## src/rtl/mult_arbiter.sv

```systemverilog
// -----------------------------------------------------------------------------
// mult_arbiter
//
// Purpose:
//   Shares one external signed 8x8 multiplier between two requesters. A
//   round-robin arbiter picks a requester, latches its operands, starts the
//   multiplier, waits for it to go busy and then ready again, and returns the
//   product. A watchdog aborts an operation that does not finish within
//   TIMEOUT cycles.
//
// Ports:
//   clk              system clock, rising edge
//   rst              asynchronous active-low reset
//   i_req[1:0]       level requests, bit n = requester n
//   i_mp0/i_mc0      requester 0 multiplier / multiplicand (signed 8-bit)
//   i_mp1/i_mc1      requester 1 multiplier / multiplicand (signed 8-bit)
//   o_ack[1:0]       one-hot pulse: request accepted, operands latched
//   o_done[1:0]      one-hot pulse: o_product valid for that requester
//   o_err[1:0]       one-hot pulse: that requester's operation timed out
//   o_product[15:0]  signed product, held until the next o_done
//   o_busy           high in any state other than IDLE
//   o_owner          current or last granted requester
//   o_mult_start     start strobe to the multiplier
//   o_mult_mp/mc     latched operands to the multiplier
//   i_mult_rdy       multiplier ready (low while computing)
//   i_mult_product   multiplier signed product
//   o_state[2:0]     debug view of the FSM state register
//
// Handshakes:
//   Requester side: i_req is a level request; the operation is accepted in the
//   cycle o_ack[n] pulses, and the operands are captured on the edge that
//   raises o_ack, so i_req and operands may change freely afterwards. The
//   operation ends with exactly one pulse on o_done[n] or o_err[n].
//   Multiplier side: o_mult_start pulses for one cycle; completion is the
//   multiplier dropping i_mult_rdy and later raising it again. A high
//   i_mult_rdy before it has been seen low is not a completion.
// -----------------------------------------------------------------------------
module mult_arbiter #(
    parameter int TIMEOUT = 64
) (
    input  logic        clk,
    input  logic        rst,
    input  logic [1:0]  i_req,
    input  logic [7:0]  i_mp0,
    input  logic [7:0]  i_mc0,
    input  logic [7:0]  i_mp1,
    input  logic [7:0]  i_mc1,
    output logic [1:0]  o_ack,
    output logic [1:0]  o_done,
    output logic [1:0]  o_err,
    output logic [15:0] o_product,
    output logic        o_busy,
    output logic        o_owner,
    output logic        o_mult_start,
    output logic [7:0]  o_mult_mp,
    output logic [7:0]  o_mult_mc,
    input  logic        i_mult_rdy,
    input  logic [15:0] i_mult_product,
    output logic [2:0]  o_state
);

    typedef enum logic [2:0] {
        S_IDLE      = 3'd0,
        S_START     = 3'd1,
        S_WAIT_BUSY = 3'd2,
        S_WAIT_DONE = 3'd3,
        S_DONE      = 3'd4,
        S_ERR       = 3'd5
    } state_t;

    localparam int CW = $clog2(TIMEOUT + 1);
    // The counter holds the number of wait cycles already spent; the cycle in
    // which it equals TIMEOUT-1 is the last allowed one, so the abort lands
    // exactly TIMEOUT cycles after entering WAIT_BUSY.
    localparam logic [CW-1:0] CNT_LAST = CW'(TIMEOUT - 1);
    localparam logic [CW-1:0] CNT_MAX  = CW'(TIMEOUT);

    state_t        state;
    logic [CW-1:0] cnt;
    logic          last_grant;
    logic          grant;
    logic          timeout_hit;

    function automatic logic [1:0] onehot(input logic idx);
        onehot = idx ? 2'b10 : 2'b01;
    endfunction

    // Round robin: a lone requester always wins, a tie goes to the requester
    // that did not win last time.
    always_comb begin
        grant = 1'b0;
        if (i_req == 2'b11) begin
            grant = ~last_grant;
        end else if (i_req[1]) begin
            grant = 1'b1;
        end
    end

    assign timeout_hit = (cnt == CNT_LAST);
    assign o_state     = state;

    always_ff @(posedge clk or negedge rst) begin
        if (!rst) begin
            state        <= S_IDLE;
            cnt          <= '0;
            last_grant   <= 1'b1;
            o_ack        <= '0;
            o_done       <= '0;
            o_err        <= '0;
            o_product    <= '0;
            o_busy       <= 1'b0;
            o_owner      <= 1'b0;
            o_mult_start <= 1'b0;
            o_mult_mp    <= '0;
            o_mult_mc    <= '0;
        end else begin
            // Pulse outputs are raised only on the edge entering their
            // one-cycle state, so clearing them by default gives single pulses.
            o_ack        <= '0;
            o_done       <= '0;
            o_err        <= '0;
            o_mult_start <= 1'b0;

            case (state)
                S_IDLE: begin
                    if (|i_req) begin
                        state        <= S_START;
                        o_owner      <= grant;
                        last_grant   <= grant;
                        o_mult_mp    <= grant ? i_mp1 : i_mp0;
                        o_mult_mc    <= grant ? i_mc1 : i_mc0;
                        o_ack        <= onehot(grant);
                        o_mult_start <= 1'b1;
                        o_busy       <= 1'b1;
                        cnt          <= '0;
                    end
                end

                S_START: begin
                    state <= S_WAIT_BUSY;
                end

                S_WAIT_BUSY: begin
                    if (cnt != CNT_MAX) begin
                        cnt <= cnt + CW'(1);
                    end
                    if (timeout_hit) begin
                        state <= S_ERR;
                        o_err <= onehot(o_owner);
                    end else if (!i_mult_rdy) begin
                        state <= S_WAIT_DONE;
                    end
                end

                S_WAIT_DONE: begin
                    if (cnt != CNT_MAX) begin
                        cnt <= cnt + CW'(1);
                    end
                    // Timeout wins over a completion seen in the same cycle.
                    if (timeout_hit) begin
                        state <= S_ERR;
                        o_err <= onehot(o_owner);
                    end else if (i_mult_rdy) begin
                        state     <= S_DONE;
                        o_done    <= onehot(o_owner);
                        o_product <= i_mult_product;
                    end
                end

                S_DONE, S_ERR: begin
                    state  <= S_IDLE;
                    o_busy <= 1'b0;
                end

                default: begin
                    state  <= S_IDLE;
                    o_busy <= 1'b0;
                end
            endcase
        end
    end

endmodule
```

## config.mk

```make
export PLATFORM = sky130hd
export DESIGN_NAME = mult_arbiter
export DESIGN_NICKNAME = d
export VERILOG_FILES = /design/src/rtl/mult_arbiter.sv
export SDC_FILE = /design/constraint.sdc
export NUM_CORES = 1
export LEC_CHECK = 0
export CAP_MARGIN = 20
export CELL_PAD_IN_SITES_DETAIL_PLACEMENT = 0
export CELL_PAD_IN_SITES_GLOBAL_PLACEMENT = 1
export CORE_MARGIN = 3
export CORE_UTILIZATION = 29
export DETAILED_ROUTE_END_ITERATION = 16
export PLACE_DENSITY_LB_ADDON = 0.1
export SETUP_SLACK_MARGIN = 0.2
export SYNTH_ARGS = -nofsm -noshare
export SYNTH_HDL_FRONTEND = slang
export SYNTH_SLANG_ARGS = --single-unit
```

## constraint.sdc

```tcl
create_clock -name clk -period 1.5 [get_ports clk]
set_input_delay 0.3 -clock clk [delete_from_list [all_inputs] [get_ports clk]]
set_output_delay 0.3 -clock clk [all_outputs]
set_load 0.02 [all_outputs]
```

==> results.ini <==
[status]
status = finished with violations
violations = setup timing

[clocking]
tritoncts = done
cts_root_buf = clkbuf_8
htreeDepth = 2
numClockSinks = 52
numCtsBuffers = 5
cts.clk_slew.worst_paths_ns = 0.10
cts_buffer_depth = 2
insertion_delay_ns = 0.31

[setup_path]
regToRegSetupSlack_ns = -0.008
worst_setup_path_start_kind = flop
worstRegToRegCells = 4
crit_required_ns = 1.69
crit_path_end_kind = flop
r2r-end = o_product[6]$_DFFE_PN0P_
worstSetupPathType = reg -> reg
cp_max_fo = 9
r2r-start = cnt[6]$_DFFE_PN0P_
worstPathArrival_ns = 1.70

[final_layout]
seqCellArea_um2 = 1306
fillers = 671
multi_input_area_um2 = 1071
syn_to_final_growth_pct = 67.10
final_nets = 383
fin_cells = 428
post-route-util_pct = 51.78
final_cell_area_um2 = 3876
diodes = 0
drive_above_1_share_pct = 47.42

[pwr]
ir_drop_v = 0.0006488
leakagePower_nw = 1.771
finalPower_mw = 7.326
power_density_nw_per_um2 = 1890

[place]
place_congestion = 0.7476
place_area_um2 = 3546
pre_cts_ws_ns = -0.2700
placedCellCount = 403
io_buffers = 96
post-dp-hpwl_mm = 4.570

[routing]
via_per_inst = 4.554
drt-total-wl_mm = 6.066
vias = 1949
drtAntennaViolNets = 0
drcViolationCount = 0
drtIter0Drc = 34
wl_per_cell_um = 14.17
firstDrtPassIters = 4

[logic_synthesis]
synth_seq_area_share_pct = 56.15
synth_top_flop_cell = dfrtp_1
netlist_area_um2 = 2320
yosys_warnings = 0
synth_nets = 244
avgSynthCellArea_um2 = 12.27
syn_inst = 189
synth.most_common_cell = dfrtp_1
yosys.area.top_type_share_pct = 55.02
async_flop_share_pct = 100.0
synth_top_cell_by_area = dfrtp_1
synth-edff-count = 0
synth_seq_cells = 52
ys_types = 37
yosys-top-cells-count = dfrtp_1, o21ai_0, mux2i_1
synth_area_leaders = dfrtp_1, mux2i_1, o21ai_0

[die]
fp.dieW_um = 95.44
rows = 31
die_area_um2 = 9108
die_h_um = 95.44
core_area_um2 = 7486
ios = 97
start_util_pct = 30.99

[timing]
fin_crit_sh_pct = 100.6
worst_slack_ns = -0.008372
worst_slew_pin_slew_ns = 0.3320
setup_viol = 5
rsz0062_at_grt = true
max_freq_mhz = 663.0
period_needed_ns = 1.508
slew_violations = 0
hold_violations = 0
maxSlewHeadroom_pct = 77.87
fin_hold_ws_ns = 0.4224
fin_setup_tns_ns = -0.02148
finClkSkew_ns = 0.01361

[global_routing]
grt_pass1_wl_mm = 9.114
grtUsageTotal_pct = 12.81
grt_antenna_before_repair = 0
overflow = 0
grt_pass1_vias = 1890
grt_max_degree = 17

[hold_path]
hold_path.class = in -> async

[flow_run]
maxCapViolations = 0

## routing by layer
metal / vias to the layer above / GRT usage [%] / routed length [um]
met5: - / 0 / 0
met4: 0 / 3.673 / 62
met3: 7 / 4.499 / 581
met2: 73 / 22.16 / 2995
met1: 906 / 14.98 / 2427
li1: 963 / - / -
## final cells by class
cell class / count / area share, %
flip-flops and latches: 52 / 33.70
clock inverters: 2 / 1.001
inverters: 7 / 0.6779
multi-input cells: 120 / 27.63
clock buffers: 6 / 1.872
well taps: 99 / 3.196
repair buffers: 142 / 31.92
## timing repair
action                                  in CTS  in global routing
endpoints found under the hold margin        9                  0
buffers inserted                             5                  9
cloned                                       0                  2
hold buffers                                 1                  0
resized for setup                          137                 69
endpoints found under the setup margin      90                 84
pin swaps                                    6                  7
## registers in the layout, summed over array words and instances, names as in the netlist
name,count
last_grant,1
o_busy,1
o_ack,2
cnt,7
o_err,2
o_mult_start,1
o_mult_mp,8
o_product,16
o_done,2
o_state,3
o_owner,1
o_mult_mc,8
## cells by family after synthesis
group                    synth area share (%)
buffers and inverters                   4.638
multiplexers                            17.26
flip-flops                              56.15
AND/OR/NAND/NOR                         6.796
adder cells (fa/ha/maj)                 1.079
AO/OA/AOI/OAI                           14.08
## power breakdown
part	switching [mW]	leakage [nW]	internal [mW]	total [mW]
registers	0.390	0.643	2.02	2.41
logic	1.98	1.07	1.97	3.95
clock network	0.461	0.0558	0.505	0.966
## cells in the final DEF, fill, tap and decap left out, types with 6 or more instances in the layout
cell type / count
clkdlybuf4s50_1: 51
dfrtp_1: 48
buf_4: 32
clkbuf_2: 20
mux2i_1: 19
o21ai_2: 19
o21ai_1: 17
buf_2: 15
buf_6: 9
mux2_4: 8
mux2_2: 8
inv_1: 7
nand2_1: 6
## how the worst max path moves through the flow
stage	start	slack (ns)	endpoint
2_1_floorplan	o_state[1]$_DFFE_PN0P_	-0.01	o_product[10]$_DFFE_PN0P_
6_report	cnt[6]$_DFFE_PN0P_	-0.008	o_product[6]$_DFFE_PN0P_
3_3_place_gp	i_mult_rdy	-0.25	o_product[6]$_DFFE_PN0P_
4_1_cts	cnt[6]$_DFFE_PN0P_	-0.003	o_product[6]$_DFFE_PN0P_
5_1_grt	cnt[0]$_DFFE_PN0P_	-0.09	o_product[2]$_DFFE_PN0P_
3_5_place_dp	cnt[6]$_DFFE_PN0P_	-0.27	o_product[6]$_DFFE_PN0P_
## critical path: stages, from the launching register on
cell and delay (ns):
dfrtp_1 0.41, nand4b_1 0.27, o21ai_4 0.21, buf_6 0.17, mux2_2 0.34
Note: power is estimated with default switching activity, not from simulation.
